## config.mk

```make
export PLATFORM = sky130hd
export DESIGN_NAME = neuron_sequencer
export DESIGN_NICKNAME = d
export VERILOG_FILES = /design/src/rtl/nn_pkg.sv /design/src/rtl/relu_sat8.sv /design/src/rtl/neuron_sequencer.sv
export SDC_FILE = /design/constraint.sdc
export NUM_CORES = 1
export LEC_CHECK = 0
export ABC_AREA = 1
export CAP_MARGIN = 20
export CORE_AREA = 2 2 176 178
export DETAILED_ROUTE_END_ITERATION = 10
export DIE_AREA = 0 0 178 180
export PLACE_DENSITY = 0.57
export SYNTH_ARGS = -nofsm -noshare
export SYNTH_HDL_FRONTEND = slang
export SYNTH_HIERARCHICAL = 1
export SYNTH_SLANG_ARGS = --single-unit
```

## constraint.sdc

```tcl
create_clock -name clk -period 4.9 [get_ports clk]
set_input_delay 0.735 -clock clk [delete_from_list [all_inputs] [get_ports clk]]
set_output_delay 0.735 -clock clk [all_outputs]
set_load 0.02 [all_outputs]
```

## src/rtl/nn_pkg.sv

```systemverilog
// Shared types and constants for the neuron datapath.
// NEURON_ACC_SAT_EN (in neuron_sequencer) selects saturating accumulation.
package nn_pkg;

  typedef enum logic [1:0] {
    S_IDLE,
    S_ACC,
    S_BIAS,
    S_ACT
  } state_e;

  localparam logic [1:0] MODE_HID0 = 2'b00;
  localparam logic [1:0] MODE_HID1 = 2'b01;
  localparam logic [1:0] MODE_OUT0 = 2'b10;
  localparam logic [1:0] MODE_OUT1 = 2'b11;

  localparam int         BIAS_SCALE = 127;
  localparam int         HID_SHIFT  = 9;
  localparam logic [7:0] ACT_MAX    = 8'h7F;

  function automatic logic is_hidden(input logic [1:0] m);
    return (m == MODE_HID0) || (m == MODE_HID1);
  endfunction

endpackage

```

## src/rtl/relu_sat8.sv

```systemverilog
// ReLU plus saturation from a WIDTH-bit signed value to an 8-bit
// activation {0, mag[6:0]}; output forced to zero while ready is low.
module relu_sat8
  import nn_pkg::*;
#(
  parameter int WIDTH = 32
) (
  input  logic             ready,
  input  logic [WIDTH-1:0] din,
  output logic [7:0]       dout
);

  logic neg;
  logic zero;
  logic big;

  assign neg  = din[WIDTH-1];
  assign zero = (din == '0);
  assign big  = |din[WIDTH-2:7];

  always_comb begin
    dout = '0;
    if (ready && !neg && !zero) begin
      if (big) dout = ACT_MAX;
      else     dout = {1'b0, din[6:0]};
    end
  end

endmodule

```

## src/rtl/neuron_sequencer.sv

```systemverilog
// One neuron evaluation: MAC over N_INPUTS pairs, bias, shift, activation.
// Define NEURON_ACC_SAT_EN for saturating (instead of wrapping) accumulation.
module neuron_sequencer
  import nn_pkg::*;
#(
  parameter int WIDTH    = 32,
  parameter int N_INPUTS = 16,
  parameter int CNT_W    = $clog2(N_INPUTS + 1)
) (
  input  logic       clk,
  input  logic       rst,
  input  logic       start,
  input  logic [1:0] ctrl_data,
  input  logic [7:0] bias,
  input  logic       in_valid,
  output logic       in_ready,
  input  logic [7:0] x_in,
  input  logic [7:0] w_in,
  output logic       busy,
  output logic [7:0] out,
  output logic       out_valid
);

  localparam logic [CNT_W-1:0] LAST = CNT_W'(N_INPUTS - 1);
  localparam logic signed [15:0] BIAS_K = 16'(BIAS_SCALE);

  state_e state_q, state_d;

  logic signed [WIDTH-1:0] acc_q, acc_d;
  logic [CNT_W-1:0]        cnt_q, cnt_d;
  logic [1:0]              mode_q, mode_d;
  logic signed [7:0]       bias_q, bias_d;
  logic [7:0]              out_q, out_d;
  logic                    out_valid_q, out_valid_d;

  logic                    xfer;
  logic                    act_ready;
  logic [7:0]              act_out;
  logic signed [16:0]      prod;
  logic signed [15:0]      bias_prod;
  logic signed [WIDTH-1:0] bias_sum;

  function automatic logic signed [WIDTH-1:0] acc_add(
    input logic signed [WIDTH-1:0] a,
    input logic signed [WIDTH-1:0] b
  );
`ifdef NEURON_ACC_SAT_EN
    logic [WIDTH:0] s;
    s = {a[WIDTH-1], a} + {b[WIDTH-1], b};
    if (s[WIDTH] != s[WIDTH-1])
      return s[WIDTH] ? {1'b1, {(WIDTH-1){1'b0}}}
                      : {1'b0, {(WIDTH-1){1'b1}}};
    return s[WIDTH-1:0];
`else
    return a + b;
`endif
  endfunction

  assign prod      = $signed({1'b0, x_in}) * $signed(w_in);
  assign bias_prod = bias_q * BIAS_K;
  assign bias_sum  = acc_add(acc_q, WIDTH'(bias_prod));
  assign xfer      = in_valid && in_ready;

  always_ff @(posedge clk) begin
    if (rst) begin
      state_q     <= S_IDLE;
      acc_q       <= '0;
      cnt_q       <= '0;
      mode_q      <= '0;
      bias_q      <= '0;
      out_q       <= '0;
      out_valid_q <= 1'b0;
    end else begin
      state_q     <= state_d;
      acc_q       <= acc_d;
      cnt_q       <= cnt_d;
      mode_q      <= mode_d;
      bias_q      <= bias_d;
      out_q       <= out_d;
      out_valid_q <= out_valid_d;
    end
  end

  always_comb begin
    state_d = state_q;
    unique case (state_q)
      S_IDLE: if (start) state_d = S_ACC;
      S_ACC:  if (xfer && cnt_q == LAST) state_d = S_BIAS;
      S_BIAS: state_d = S_ACT;
      S_ACT:  state_d = S_IDLE;
      default: state_d = S_IDLE;
    endcase
  end

  always_comb begin
    in_ready  = (state_q == S_ACC);
    busy      = (state_q != S_IDLE);
    act_ready = (state_q == S_ACT);
  end

  relu_sat8 #(.WIDTH(WIDTH)) u_act (
    .ready(act_ready),
    .din  (acc_q),
    .dout (act_out)
  );

  always_comb begin
    acc_d       = acc_q;
    cnt_d       = cnt_q;
    mode_d      = mode_q;
    bias_d      = bias_q;
    out_d       = act_ready ? act_out : out_q;
    out_valid_d = act_ready;
    unique case (state_q)
      S_IDLE: begin
        if (start) begin
          mode_d = ctrl_data;
          bias_d = bias;
          acc_d  = '0;
          cnt_d  = '0;
        end
      end
      S_ACC: begin
        if (xfer) begin
          acc_d = acc_add(acc_q, WIDTH'(prod));
          cnt_d = cnt_q + 1'b1;
        end
      end
      S_BIAS: begin
        // Hidden layers rescale into activation range
        acc_d = is_hidden(mode_q) ? (bias_sum >>> HID_SHIFT) : bias_sum;
      end
      default: ;
    endcase
  end

  assign out       = out_q;
  assign out_valid = out_valid_q;

endmodule
```

Word-level counts from Yosys, hierarchy flattened. Index checks and enable logic that the tools add are counted.

Reduce and logical (&&, ||, !) cells: 18. Eq/ne operators: 8. $add $sub $neg: 3. Multiplexer cells: 12. Multiply operators: 2.

Operators with widths (count): $pmux W32 S3 (1); $mux W32 (2); $add A32 B16 Y32 (1); $add A32 B17 Y32 (1); $logic_not A32 Y1 (1); $mux W31 (1); $reduce_or A24 Y1 (1); $mul A9 B8 Y17 (1); $mul A8 B8 Y16 const B (1); $mux W5 (2); $pmux W5 S2 (1); $mux W8 (1); $pmux W2 S4 (1); $mux W7 (1); $reduce_and A3 Y1 (2); $add A5 B1 Y5 const B (1); $eq A5 B4 Y1 const B (1); $eq A2 B1 Y1 const B (2); $eq A2 B2 Y1 const B (2); $logic_and A1 B1 Y1 (4); $logic_not A2 Y1 (2); $mux W2 (2); $ne A2 B1 Y1 const B (2); $reduce_and A2 Y1 (2); 5 further kinds (7).

Output and inout port bits: 11. Register bits after elaboration: 58.

Logic depth before layout (Yosys ltp).
Word-level depth: 5. Gate-level depth with buffers: 27.

By module. Netlist, hierarchy kept.

Modules (own cells, without submodules): neuron_sequencer (area an instance 11693.7 um2, seq. area each 1141.1 um2, instances 1, cells an instance 1663); relu_sat8 (area an instance 210.2 um2, seq. area each 0.0 um2, instances 1, cells an instance 50).

Worst setup path before layout. Ideal clock, no wire load.

Path kind: reg2reg. Start point: reg bias_q[7]. End point: reg acc_q[14]. Path buffers: 1. Library setup time: 133 ps. Stages on the path, launching flop included: 20. Required time: 4767 ps. Arrival: 5106 ps. Slack: -339 ps. Cells stage by stage: dfxtp_1 -> buf_2 -> inv_1 -> fa_1 -> fa_1 -> inv_1 -> fa_1 -> inv_1 -> fa_1 -> inv_1 -> ha_1 -> a21oi_1 -> o21ai_0 -> nand2_1 -> nand3b_1 -> or2_2 -> nand3_1 -> nand2_1 -> o21ai_0 -> a21oi_1.

Longest elaborated chain between the ends: 4.

Ends and longest elaborated chain: start, declared (line neuron_sequencer.sv:32) `logic signed [7:0] bias_q, bias_d;`; start signal, assigned (line neuron_sequencer.sv:78) `bias_q <= bias_d;`; $mul A8 B8 Y16 (line neuron_sequencer.sv:60) `assign bias_prod = bias_q * BIAS_K;`; $add A32 B16 Y32 (line neuron_sequencer.sv:55) `return a + b;`; $mux W31 (line neuron_sequencer.sv:131) `acc_d = is_hidden(mode_q) ? (bias_sum >>> HID_SHIFT) : bias_sum;`; $pmux W32 S3 (line neuron_sequencer.sv:114) `unique case (state_q)`; end signal, assigned (line neuron_sequencer.sv:67) `acc_q <= '0;`; end signal, assigned (line neuron_sequencer.sv:75) `acc_q <= acc_d;`; end, declared (line neuron_sequencer.sv:29) `logic signed [WIDTH-1:0] acc_q, acc_d;`.

No other way between the ends. A chain may end at the register's enable or synchronous reset.

Worst setup path in the final report.
Start point: in w_in[3]. End point: reg acc_q[19].

Longest elaborated chain between the ends: 4.

Ends and longest elaborated chain: start, declared (line neuron_sequencer.sv:18) `input logic [7:0] w_in,`; $mul A9 B8 Y17 (line neuron_sequencer.sv:59) `assign prod = $signed({1'b0, x_in}) * $signed(w_in);`; $add A32 B17 Y32 (line neuron_sequencer.sv:55); $mux W32 (line neuron_sequencer.sv:124) `if (xfer) begin`; $pmux W32 S3 (line neuron_sequencer.sv:114).

No other way between the ends. The select of a mux whose other input is x is not followed.

==> run summary <==
OUTCOME
------------------------------------------------------------------------------
Run status                                                        finished clean

LAYOUT
------------------------------------------------------------------------------
Post-layout instance count excluding filler cells                         2222
Fin area                                                           14100 sq um
# nets final                                                              2171
Most common library cell in the layout ignoring fill and taps          nand2_1
Share of post-route cells with drive strength above 1                    15.2%
Final-layout fill cell count                                              3071
Area Growth Syn to Fin                                                   18.1%
End-of-flow core utilization                                             46.6%
Antenna Cells                                                                0
Leading cell types in the layout, fill and taps excluded          425 x nand2_1, 311 x inv_1, 192 x ha_1, 130 x nor2_1, 109 x fa_1
Area of the multi-input gates                                       9820 sq um
Sequential cell area                                                1150 sq um

CRITICAL PATH
------------------------------------------------------------------------------
Critical path's slowest cell                                              fa_1
Critical R2R Capture                                                 acc_q[10]
Reg-to-reg slack, setup                                                 250 ps
Data required time of the critical path                                5110 ps
Worst setup path startpoint                                            w_in[3]
Top cell family by delay on the critical path                      adder cells
Cell Chain, Critical Path                                         clkbuf_2 > buf_4 > nand2_1 > fa_1 > inv_1 > fa_1 > fa_2 > fa_1 > ha_4 > ha_4 > a21oi_4 > nor2_1 > nor2_2 > nand2_2 > nand2_1 > nand2_1 > or2_4 > nand3_2 > nand3_2 > nand2_1 > a21oi_1
FF-to-FF Start                                                       bias_q[6]
Element type at the critical path start                           primary input
Kind of capture point of the worst setup path                         register
Number of logic stages on the critical path including buffering             21
Reg2Reg Depth                                                               19
Critical path's largest stage delay                                     570 ps
Crit path buf inv count                                                      3
Worst setup path category                                               in2reg
CP max FO                                                                    4
Arrival time at the worst endpoint                                     4910 ps
Last element of the critical path                                    acc_q[19]
Most frequent CP cell                                                  nand2_1

ROUTE
------------------------------------------------------------------------------
Routed wire length                                                     35.4 mm
Via density per instance                                                  4.96
DRC violations left                                                          0
DRT iter0 DRCs                                                             630
Number of detailed-route iterations in the first pass                        5
Via count                                                                11000
Routed Antenna Nets                                                          0
Per-cell routed wire length                                            15.9 um

LOGIC SYNTHESIS
------------------------------------------------------------------------------
Netlist cell types                                                          44
Cell area after synthesis                                          11900 sq um
Mean post-synth cell area                                           6.95 sq um
Post-synth EDFFs                                                             0
Synth Net Count                                                           2062
Synthesis-stage register bit count                                          57
Proportion of synthesized chip area in sequential cells                  9.59%
Number of warnings printed during yosys synthesis                            6
Dominant register cell in the synthesized netlist                      dfxtp_1
Area fraction of the dominant cell type after synthesis                  21.7%
Synth area leaders                                                ha_1 22%, fa_1 19%, nand2_1 14%
Synthesized instance count                                                1713
Ys async rst share                                                          0%
Area leader, netlist                                                      ha_1

DIE
------------------------------------------------------------------------------
Top-level port count                                                        41
Die footprint                                                      32000 sq um
Initial cell density of the core                                         39.4%
Core Area                                                          30200 sq um
Chip Width                                                              178 um
Site Rows                                                                   64
Height of the chip                                                      180 um

GLOBAL ROUTE
------------------------------------------------------------------------------
Total Routing Usage GR                                                   22.6%
Met1 Resource Use GR                                                     30.5%
Maximum number of pins on one net before global-route repair                51
Met2 Use GR                                                              38.0%
GR Util met3                                                             2.47%
Wire length of the first global-routing pass                           57.1 mm
Via count of the first global-routing pass                               10800
Most used routing layer                                                   met2
Gr ovfl total                                                                0
Initial antenna violation count                                              0

STA
------------------------------------------------------------------------------
Setup repair after global routing missed its margin                         no
Max Slew Vio Count                                                           0
Final hold slack                                                        459 ps
Slew @ Worst Pin                                                        696 ps
Worst clock skew                                                       9.24 ps
Final hold viol count                                                        0
Share of the clock period used by the worst path after layout            96.0%
Setup TNS                                                                 0 ps
Tmin final                                                             4710 ps
Fin worst setup slack                                                   195 ps
Worst max-slew margin expressed relative to the limit                    53.6%
FMAX                                                                 0.213 GHz
Final setup violating endpoints                                              0

CLOCK NETWORK
------------------------------------------------------------------------------
Reg clk slew, reported paths                                             60 ps
Clock network latency to the later pin of the worst-skew pair           350 ps
CTS sink count                                                              57
Num CTS Buffers                                                              9
Clock Root Buffer                                                    clkbuf_16
Clock tree from TritonCTS                                                  yes
Number of H-tree branching levels                                            3
Max clock buf depth                                                          2

WORST HOLD PATH
------------------------------------------------------------------------------
Worst hold path type                                                   reg2reg
Hold wc startpoint                                                      out[1]

PLACED DESIGN
------------------------------------------------------------------------------
Instance area after placement                                      13300 sq um
Placer's final routability congestion estimate                           0.913
Port buffer count                                                           39
Post-placement setup slack                                             -821 ps
Placed Instances                                                          2205
Placed wire-length estimate after detailed placement                   29.3 mm

POWER
------------------------------------------------------------------------------
Total Power Consumption                                                10.2 mW
Peak ir drop on the vdd network                                       0.421 mV
Leakage power summed over all cells                                    7.63 nW
Power per unit of standard cell area                               729 nW/um^2

FLOW RUN
------------------------------------------------------------------------------
MaxCap Viol Count                                                            0

-- area by class of cell --
class                           instances  share of cell area [%]
Clock buffer                           13                    1.99
Sequential cell                        57                    8.15
Timing Repair Buffer                  137                    7.61
Clock inverter                          2                   0.249
Tap cell                              396                    3.53
Multi-Input combinational cell       1297                    69.9
Inverter                              320                    8.58
-- how the worst min path moves through the flow --
| stage | endpoint | slack, ps | cells after the start |
|---|---|---|---|
| floorplan | cnt_q[4] | 440 | 2 |
| global placement | out[1] | 450 | 2 |
| detailed placement | out[1] | 450 | 2 |
| CTS | out[1] | 460 | 2 |
| global route | out[1] | 480 | 2 |
| finish | out[1] | 460 | 2 |
-- routing by layer --
metal / vias up / wire length [um]
li1: 5576 / -
met5: - / 0
met1: 5149 / 16200
met2: 255 / 17000
met3: 52 / 1310
met4: 0 / 907
-- flip-flops by register name, indices dropped and copies added (netlist names) --
name and count:
cnt_q 5, mode_q 1, bias_q 8, acc_q 32, state_q 2, out 8
out_valid 1
-- kinds of logic (layout without fill, tap and decap cells) --
kind of cell             after synthesis  in the layout  share of synthesized area (%)
AO/OA/AOI/OAI                        197            197                           9.60
flip-flops                            57             57                           9.59
XOR/XNOR                              19             19                           1.46
other                                  1              1                         0.0315
adder cells (fa/ha/maj)              319            319                           40.7
AND/OR/NAND/NOR                      761            761                           26.9
buffers and inverters                359            472                           11.7
-- where the power goes --
part	switching (mW)	leakage, nW	total [mW]	internal [mW]
clock	0.256	0.158	0.702	0.446
combinational	5.41	7.01	8.85	3.43
sequential	0.144	0.464	0.693	0.549
-- synthesized netlist by cell type, types with 3 or more instances --
cell	n
nor2_2	5
clkinv_1	3
a211oi_1	12
nand3_1	89
xor2_1	6
nor2_1	138
o211ai_1	9
o21ai_1	5
a21o_1	4
o21ai_0	45
nand3b_1	10
clkbuf_1	25
fa_1	113
nand4_1	13
o21a_1	3
o21bai_1	7
nor3_1	17
nand3_2	4
nand2_1	446
a21oi_2	11
buf_2	7
dfxtp_1	57
a21oi_1	97
ha_1	206
or2_2	31
nand2_2	4
inv_1	315
xnor2_1	12
-- worst register-to-register path: stages (launching register included) --
cell	delay, ps
dfxtp_1	340
buf_4	190
fa_1	480
fa_1	520
inv_1	60
fa_1	500
fa_1	500
inv_1	50
ha_1	350
nand2_1	120
nand3_1	190
nand2_1	110
nand3_1	190
nand2_1	110
nand2_1	110
or2_2	310
nand3_1	120
o211ai_1	120
nand2_1	90
a21oi_1	60
-- what timing repair did --
| item | CTS | global route |
|---|---|---|
| pin swaps | 21 | 46 |
| setup endpoints to repair | 25 | 24 |
| setup buffers | 2 | 1 |
| resized for setup | 65 | 102 |
| hold buffers | 0 | 0 |
| endpoints found under the hold margin | 0 | 0 |
Power figures use the tool's default switching activity.
